`src/rtl/fetch_unit_if.sv`:
```
// rtl/fetch_unit_if.sv - instruction ROM read bus between fetch stage and ROM
interface fetch_unit_if #(
    parameter int WIDTH          = 32,
    parameter int ROM_ADDR_WIDTH = 10
);
    logic                      rd_en;
    logic [ROM_ADDR_WIDTH-1:0] addr;
    logic [WIDTH-1:0]          rd_data;

    modport master (output rd_en, output addr, input  rd_data);
    modport slave  (input  rd_en, input  addr, output rd_data);
endinterface

```
`src/rtl/fetch_unit.sv`:
```
// rtl/fetch_unit.sv - instruction fetch stage: PC to ROM word address, fault flags, fetch counter
module fetch_unit #(
    parameter int               WIDTH          = 32,
    parameter int               ROM_ADDR_WIDTH = 10,
    parameter logic [WIDTH-1:0] ROM_BASE       = '0
) (
    input  logic               clk,
    input  logic               rst_n,
    input  logic [WIDTH-1:0]   pc,
    input  logic               stall,
    input  logic               fault_clr,
    fetch_unit_if.master       ibus,
    output logic [WIDTH-1:0]   inst,
    output logic               inst_misaligned,
    output logic               inst_access_fault,
    output logic [1:0]         fault_sticky,
    output logic [WIDTH-1:0]   fetch_count
);

    // Addressing drops the byte offset and anything above the ROM window;
    // out-of-window PCs alias onto the ROM and are flagged, not masked.
    assign ibus.addr         = pc[ROM_ADDR_WIDTH+1:2];
    assign ibus.rd_en        = rst_n & ~stall;
    assign inst              = ibus.rd_data;
    assign inst_misaligned   = (pc[1:0] != 2'b00);
    assign inst_access_fault = (pc[WIDTH-1:ROM_ADDR_WIDTH+2] != ROM_BASE[WIDTH-1:ROM_ADDR_WIDTH+2]);

    logic [1:0] fault_now;
    assign fault_now = {inst_access_fault, inst_misaligned} & {2{~stall}};

    always_ff @(posedge clk or negedge rst_n) begin
        if (!rst_n) begin
            fetch_count  <= '0;
            fault_sticky <= 2'b00;
        end else begin
            if (!stall) begin
                fetch_count <= fetch_count + 1'b1;
            end
            // A fault seen this cycle wins over a simultaneous clear.
            fault_sticky <= (fault_sticky & {2{~fault_clr}}) | fault_now;
        end
    end

endmodule

```
`src/flat_wrapper.sv`:
```
// flat-port wrapper written by rule: the top's interface ports become plain ports
module fetch_unit_flat 
#(
    parameter int               WIDTH          = 32,
    parameter int               ROM_ADDR_WIDTH = 10,
    parameter logic [WIDTH-1:0] ROM_BASE       = '0
)
  (clk, rst_n, pc, stall, fault_clr, inst, inst_misaligned, inst_access_fault, fault_sticky, fetch_count, ibus_rd_en, ibus_addr, ibus_rd_data);
  fetch_unit_if #(.WIDTH(WIDTH), .ROM_ADDR_WIDTH(ROM_ADDR_WIDTH)) ibus_i ();
  input  logic clk;
  input  logic rst_n;
  input  logic [WIDTH-1:0] pc;
  input  logic stall;
  input  logic fault_clr;
  output logic [WIDTH-1:0] inst;
  output logic inst_misaligned;
  output logic inst_access_fault;
  output logic [1:0] fault_sticky;
  output logic [WIDTH-1:0] fetch_count;
  output wire logic [$bits(ibus_i.rd_en)-1:0] ibus_rd_en;
  output wire logic [$bits(ibus_i.addr)-1:0] ibus_addr;
  input wire logic [$bits(ibus_i.rd_data)-1:0] ibus_rd_data;
  assign ibus_rd_en = ibus_i.rd_en;
  assign ibus_addr = ibus_i.addr;
  assign ibus_i.rd_data = ibus_rd_data;
  fetch_unit #(.WIDTH(WIDTH), .ROM_ADDR_WIDTH(ROM_ADDR_WIDTH), .ROM_BASE(ROM_BASE)) u_core (.clk(clk), .rst_n(rst_n), .pc(pc), .stall(stall), .fault_clr(fault_clr), .ibus(ibus_i), .inst(inst), .inst_misaligned(inst_misaligned), .inst_access_fault(inst_access_fault), .fault_sticky(fault_sticky), .fetch_count(fetch_count));
endmodule
```
`config.mk`:
```
export PLATFORM = sky130hd
export DESIGN_NAME = fetch_unit_flat
export DESIGN_NICKNAME = d
export VERILOG_FILES = /design/src/rtl/fetch_unit_if.sv /design/src/rtl/fetch_unit.sv /design/src/flat_wrapper.sv
export SDC_FILE = /design/constraint.sdc
export NUM_CORES = 1
export LEC_CHECK = 0
export CAP_MARGIN = 20
export CORE_MARGIN = 5
export CORE_UTILIZATION = 36
export CTS_CLUSTER_SIZE = 8
export DETAILED_ROUTE_END_ITERATION = 6
export PLACE_DENSITY = 0.86
export SLEW_MARGIN = 15
export SYNTH_ARGS = -nofsm -noshare
export SYNTH_HDL_FRONTEND = slang
export SYNTH_SLANG_ARGS = --single-unit
```
`constraint.sdc`:
```
create_clock -name clk -period 4.45 [get_ports clk]
set_clock_uncertainty 0.15 [all_clocks]
set_input_delay 0.89 -clock clk [delete_from_list [all_inputs] [get_ports clk]]
set_output_delay 0.89 -clock clk [all_outputs]
set_load 0.01 [all_outputs]
```
---- Word-level counts from Yosys, hierarchy flattened ----
Cells that the tools add are included.
word-level totals
  bits of input ports ..................... 68
  flip-flop bits (word level) ............. 34
  word-level logic and storage cells ...... 11
operators by class
  reductions and logical operators ........ 2
  add/subtract/negate cells ............... 1
  bitwise logic cells ..................... 6
operators by type and width
  cell                                                              number
  32-bit by 1-bit adder with 32-bit output (second input constant)  1
  20-bit nonzero test                                               1
  2-bit AND                                                         2
  1-bit NOT                                                         2
  2-bit bitwise OR                                                  1
  2-bit nonzero test                                                1
  1-bit AND                                                         1

---- Logic depth before layout (Yosys ltp) ----
Gate-level depths: netlist of run 1.
  depth after elaboration ................. 3
  mapped depth ............................ 6
  gate-level depth less buffers ........... 5

---- Worst setup path before layout of run 1 ----
No wires, ideal clock.
  path kind ............................... input-to-output
  start ................................... input pc[26]
  end ..................................... output inst_access_fault
  arrival ................................. 1.401 ns
  stages .................................. 3
  buffers on the path ..................... 0
  path slack .............................. 2.009 ns
  cells stage by stage .................... nor4_1 and3_1 nand3_1
on the way
  cells in the longest elaborated chain, start to end .. 1
ends and longest elaborated chain
  what                 RTL line            RTL
  start: declaration   flat_wrapper.sv:12  input logic [WIDTH-1:0] pc;
  20-bit nonzero test  fetch_unit.sv:26    assign inst_access_fault = (pc[WIDTH-1:ROM_ADDR_WIDTH+2] != ROM_BASE[WIDTH-1:ROM_ADDR_WIDTH+2]);
  end: declaration     flat_wrapper.sv:17  output logic inst_access_fault;
No other way between the ends.

---- Worst setup path in the final report of run 1 ----
  start ................................... input pc[18]
  end ..................................... output inst_access_fault
Same word-level chain as after synthesis.

==> run_results.csv, run 1 <==
group,metric,value,unit
outcome,status,"finished clean",
clocking,insertion_delay,0.29,ns
grt,grt_pass1_vias,1383,
routing,final_antenna_net_count,0,
power,cellPowerDensity,352,mW/mm^2
routing,detail_route.wirelength.met1,1700,um
clocking,cts_htree_levels,2,
routing,highest-signal-layer,"met4",
clocking,ctsResizeCount,0,
layout,finalInstanceArea,0.00240,mm^2
job,drv.max_cap_violation_count,0,
layout,drive_above_1_share,8.74,%
yosys,synth-seq-area-share,44.5,%
worst_hold_path,hp-class,"register to register",
timing,achievable-frequency,295,MHz
timing,grt_setup_unrepaired,"no",
yosys,syn_avg_cell_area,10.7,um^2
yosys,synth.lib_cells_used.distinct,27,
routing,drc_errors,0,
routing,detail_route.vias_per_cell,4.81,
power,power_report.internal_total,0.000617,W
yosys,synthCells,179,
grt,grt_first_pass_wirelength,7000,um
power,power.switching,0.000228,W
clocking,clkTransAtPathRegs,0.06,ns
timing,fin_crit_sh,76.2,%
clocking,hold_buf_count_cts,0,
die,initial_utilization,37.2,%
yosys,synth.yosys.warnings,0,
clocking,number_of_buffers_inserted_during_clock_tree_synthesis,5,
critical_path,timing.critical_path.required,3.41,ns
place,pre_cts_slack,1.05,ns
routing,postRouteWirelength,4100,um
critical_path,cp-start-kind,"input pin",
routing,wl_per_cell,14.9,um
timing,worst_pin_slew,0.746,ns
die,die_width,82.9,um
critical_path,cp_arrival,2.35,ns
timing,finalWorstPathRequiredPeriod,3.39,ns
power,switching_share,27.0,%
timing,final.setup.tns,0,ns
layout,syn2layout_area_growth,25.7,%
grt,global_route.usage.total,12.5,%
critical_path,timing_worst_setup_path_type,"input pin to output port",
yosys,synth-seq-cells,34,
routing,routed-wl-met3,404,um
power,combinationalPowerShare,21.1,%
die,die_area,0.00686,mm^2
timing,finalSetupViolCount,0,
critical_path,crit_path_max_fanout,2,
layout,layoutNonFillerInstCount,276,
die,io_pins,147,
routing,first_pass_iters,4,
timing,timing.final.hold_violations,0,
power,vdd.ir_drop.worst,0.000285,V
grt,grt_residual_overflow,0,
timing,timing.max_slew.rel_slack,50.0,%
grt,grt_antenna_before_repair,0,
power,pwr-share-seq,46.3,%
place,place.detailed.hpwl,3160,um
place,final_weighted_congestion_of_routability_driven_global_placement,0.759,
yosys,synthesis.nets,248,
timing,postLayoutSetupSlackWorst,1.06,ns
power,p_leak,1.02,nW
power,power_frac_clock,32.6,%
clocking,max-clock-path-buffers,2,
place,place_inst,268,
die,fp-row-count,26,
clocking,postcts_setup_bufs,0,
place,post_dp_cell_area,0.00229,mm^2
clocking,clk_root_buffer_cell,"clkbuf_8",
die,fp.coreArea,0.00514,mm^2
grt,grt_max_degree,35,
routing,detailedRoute.firstIterationViolations,35,
clocking,tritoncts,"yes",
layout,diodes_inserted,0,
layout,layout.filler_cells,499,
timing,drv_slew,0,
clocking,cts_num_sinks,34,
routing,dr_total_vias,1328,
place,port_buffers,62,
die,chipHeight,82.9,um
layout,nNetsFinal,274,
routing,wl_met2,1930,um
critical_path,end_kind,"output port",
yosys,syn_area,0.00191,mm^2
-- area by class of cell --
| cell class | count | area, um^2 | area share [%] |
|---|---|---|---|
| clock inverters | 3 | 40.0 | 1.67 |
| multi-input cells | 99 | 718 | 29.9 |
| repair buffers | 63 | 628 | 26.2 |
| inverters | 2 | 7.51 | 0.313 |
| well taps | 70 | 87.6 | 3.65 |
| clock buffers | 5 | 68.8 | 2.87 |
| flip-flops and latches | 34 | 851 | 35.4 |
-- path summary, 6_finish.rpt --
check / cells past startpoint / start / slack, ns / endpoint
min in group asynchronous: 2 / rst_n / 0.96 / u_core.fetch_count[20]
setup / recovery: 5 / pc[18] / 1.06 / inst_access_fault
setup reg to reg: 5 / u_core.fetch_count[0] / 2.42 / u_core.fetch_count[24]
max in group asynchronous: 2 / rst_n / 2.88 / u_core.fetch_count[11]
hold / removal: 1 / u_core.fetch_count[31] / 0.33 / u_core.fetch_count[31]
hold reg to reg: 1 / u_core.fetch_count[31] / 0.33 / u_core.fetch_count[31]
-- metrics by stage --
step / hold WS (ns) / utilization [%] / power (W)
2_1_floorplan: 0.358 / - / 0.000504
3_3_place_gp: 0.315 / 44.6 / 0.000575
3_5_place_dp: 0.315 / 44.6 / 0.000578
4_1_cts: 0.326 / 46.7 / 0.000858
5_1_grt: 0.341 / 46.7 / 0.000896
6_report: 0.326 / 46.7 / 0.000845
-- power by group through the flow --
stage	sequential (W)	clock (W)	combinational, W
5_1_grt	0.000399	0.000298	0.000198
3_3_place_gp	0.000395	0	0.000180
6_report	0.000392	0.000275	0.000178
4_1_cts	0.000392	0.000284	0.000183
2_1_floorplan	0.000405	0	0.0000987
3_5_place_dp	0.000396	0	0.000182
-- cells in the final DEF, fill, tap and decap left out, drive strengths merged, types with 3 or more instances in the layout --
cell type,instances
nor3,3
clkdlybuf4s50,62
dfrtp,34
nand4,11
nand2,11
nor2,5
and3,5
xor2,6
nand3,14
nor4,7
xnor2,25
clkbuf,5
-- sequential cells by signal, summed over array words and instances (netlist names) --
name,cells
u_core.fetch_count,32
u_core.fault_sticky,2
-- cells in the mapped netlist --
| cell type | n | area (um^2) |
|---|---|---|
| nor3_2 | 1 | 10.0 |
| mux2_2 | 1 | 11.3 |
| buf_6 | 1 | 11.3 |
| nor3_4 | 1 | 16.3 |
| nand4b_4 | 1 | 23.8 |
| nand4_2 | 1 | 12.5 |
| nor2b_1 | 2 | 12.5 |
| nand2_1 | 11 | 41.3 |
| and2_1 | 1 | 6.26 |
| and3_1 | 5 | 31.3 |
| xnor2_1 | 25 | 219 |
| buf_4 | 43 | 323 |
| xor2_1 | 6 | 52.6 |
| nand3_1 | 13 | 65.1 |
| a22o_1 | 2 | 17.5 |
| nand4_1 | 10 | 62.6 |
| and4_1 | 2 | 17.5 |
| inv_1 | 2 | 7.51 |
| or2_2 | 1 | 6.26 |
| dfrtp_1 | 34 | 851 |
| and2_2 | 1 | 7.51 |
| nor2_1 | 5 | 18.8 |
| ha_1 | 1 | 12.5 |
| nor4_4 | 1 | 21.3 |
| nor3_1 | 1 | 5.00 |
| nand3_2 | 1 | 10.0 |
| nor4_1 | 6 | 37.5 |
-- kinds of logic after synthesis --
kind of cell / after synthesis / synth area share [%]
AO/OA/AOI/OAI: 2 / 0.917
XOR/XNOR: 31 / 14.2
adder cells (fa/ha/maj): 1 / 0.655
buffers and inverters: 46 / 17.9
flip-flops: 34 / 44.5
multiplexers: 1 / 0.589
AND/OR/NAND/NOR: 64 / 21.2
-- routing by layer --
layer	up-vias	global-route usage (%)
met5	-	0
met4	0	5.65
met3	13	4.55
met2	65	19.7
met1	632	15.4
li1	618	-
-- worst max-delay path, stage by stage --
cell and delay, ns:
clkdlybuf4s50_1 0.40, nor4_1 0.27, and3_1 0.19, nand3_1 0.09
clkdlybuf4s50_1 0.50
No activity file was read; power rests on OpenSTA's default activity.
==> run 2, diff against run 1 <==
--- a/config.mk
+++ b/config.mk
@@ -7,10 +7,10 @@
 export LEC_CHECK = 0
 export CAP_MARGIN = 20
 export CORE_MARGIN = 5
-export CORE_UTILIZATION = 36
+export CORE_UTILIZATION = 34
 export CTS_CLUSTER_SIZE = 8
 export DETAILED_ROUTE_END_ITERATION = 6
-export PLACE_DENSITY = 0.86
+export PLACE_DENSITY = 0.81
 export SLEW_MARGIN = 15
 export SYNTH_ARGS = -nofsm -noshare
 export SYNTH_HDL_FRONTEND = slang
==> constraint.sdc (replaced) <==
create_clock -name clk -period 3.33 [get_ports clk]
set_clock_uncertainty 0.15 [all_clocks]
set_input_delay 0.666 -clock clk [delete_from_list [all_inputs] [get_ports clk]]
set_output_delay 0.666 -clock clk [all_outputs]
set_load 0.01 [all_outputs]
==> run_results.csv, run 2 (synthesis gave the netlist of run 1 again) <==
group,metric,value,unit
power,vdd.ir_drop.worst,0.000394,V
place,port_buffers,62,
grt,grt_antenna_before_repair,0,
place,place.detailed.hpwl,3080,um
routing,first_pass_iters,4,
grt,global_route.usage.total,11.3,%
timing,achievable-frequency,343,MHz
die,fp.coreArea,0.00547,mm^2
grt,grt_residual_overflow,0,
layout,largest_register_ff_count,32,
die,chipHeight,85.0,um
clocking,hold_buf_count_cts,0,
layout,largest_register,"u_core.fetch_count",
timing,grt_setup_unrepaired,"no",
timing,timing.max_slew.rel_slack,61.9,%
clocking,max-clock-path-buffers,2,
place,final_weighted_congestion_of_routability_driven_global_placement,0.720,
die,die_area,0.00722,mm^2
power,cellPowerDensity,505,mW/mm^2
die,io_pins,147,
routing,detail_route.vias_per_cell,4.76,
layout,diodes_inserted,0,
timing,finalWorstPathRequiredPeriod,2.91,ns
critical_path,timing_worst_setup_path_type,"input pin to output port",
critical_path,crit_path_max_fanout,2,
timing,fin_crit_sh,87.5,%
timing,finalSetupViolCount,0,
clocking,cts_htree_levels,2,
timing,final.setup.tns,0,ns
timing,worst_pin_slew,0.568,ns
routing,drc_errors,0,
power,p_leak,1.04,nW
layout,nNetsFinal,275,
clocking,clkTransAtPathRegs,0.07,ns
timing,drv_slew,0,
clocking,clk_root_buffer_cell,"clkbuf_8",
clocking,cts_num_sinks,34,
critical_path,timing.critical_path.required,2.51,ns
die,die_width,85.0,um
outcome,status,"finished clean",
worst_hold_path,hp-class,"register to register",
clocking,insertion_delay,0.28,ns
clocking,ctsResizeCount,0,
clocking,number_of_buffers_inserted_during_clock_tree_synthesis,5,
layout,layoutNonFillerInstCount,279,
clocking,postcts_setup_bufs,0,
timing,timing.final.hold_violations,0,
clocking,tritoncts,"yes",
critical_path,cp-start-kind,"input pin",
layout,syn2layout_area_growth,28.0,%
critical_path,end_kind,"output port",
job,drv.max_cap_violation_count,0,
routing,postRouteWirelength,4030,um
grt,grt_first_pass_wirelength,6620,um
routing,detailedRoute.firstIterationViolations,22,
critical_path,cp_arrival,2.10,ns
die,initial_utilization,34.9,%
grt,grt_max_degree,35,
layout,final_core_util,44.7,%
routing,dr_total_vias,1329,
routing,final_antenna_net_count,0,
layout,layout_commonest_cell,"clkdlybuf4s50_1",
routing,wl_per_cell,14.4,um
layout,top_regs,"u_core.fetch_count: 32 flops, u_core.fault_sticky: 2 flops",
layout,most_frequent_cells_in_the_layout,"62 x clkdlybuf4s50_1, 34 x dfrtp_1, 25 x xnor2_1",
place,place_inst,271,
grt,grt_pass1_vias,1417,
die,fp-row-count,27,
layout,drive_above_1_share,9.18,%
[run 2: worst paths after layout]
path                                   startpoint                endpoint  slack, ns  cells past startpoint
max                                        pc[22]       inst_access_fault       0.42                      5
min                        u_core.fetch_count[31]  u_core.fetch_count[31]       0.33                      1
max reg2reg                u_core.fetch_count[12]  u_core.fetch_count[31]       1.54                      4
min reg2reg                u_core.fetch_count[31]  u_core.fetch_count[31]       0.33                      1
max in group asynchronous                   rst_n  u_core.fetch_count[31]       1.97                      2
min in group asynchronous                   rst_n  u_core.fetch_count[20]       0.76                      2
[run 2: power by group]
group | internal, W | switching (W)
clock network | 0.000319 | 0.000149
logic | 0.000149 | 0.0000953
registers | 0.000457 | 0.0000654
total | 0.000925 | 0.000309
[run 2: worst max-delay path: stages]
cell and delay (ns):
clkdlybuf4s50_1 0.39, nor4_1 0.26, and3_1 0.19, nand3_1 0.09
clkdlybuf4s50_1 0.50
[run 2: per-layer routing]
metal / part of all wire (%) / up-vias / global-route usage, %
met2: 49 / 49 / 18.6
met3: 9.3 / 14 / 4.56
met5: 0 / - / 0
met4: 0.97 / 0 / 3.02
li1: - / 620 / -
met1: 40 / 646 / 13.6
[run 2: metrics by stage]
step	hold slack, ns	setup WS [ns]	total power (W)	cell area, um^2
after detailed placement	0.320	0.406	0.000776	2300
after global routing	0.348	0.297	0.00129	2440
final	0.329	0.416	0.00123	2440
after global placement	0.317	0.424	0.000769	2300
after CTS	0.334	0.402	0.00125	2440
after floorplan	0.220	1.34	0.000673	1910
[run 2: final cells by class]
type	count	area (um^2)
well taps	72	90.1
inverters	2	7.51
fillers	543	3030
clock buffers	6	82.6
flip-flops and latches	34	851
clock inverters	2	60.1
repair buffers	64	636
multi-input cells	99	718
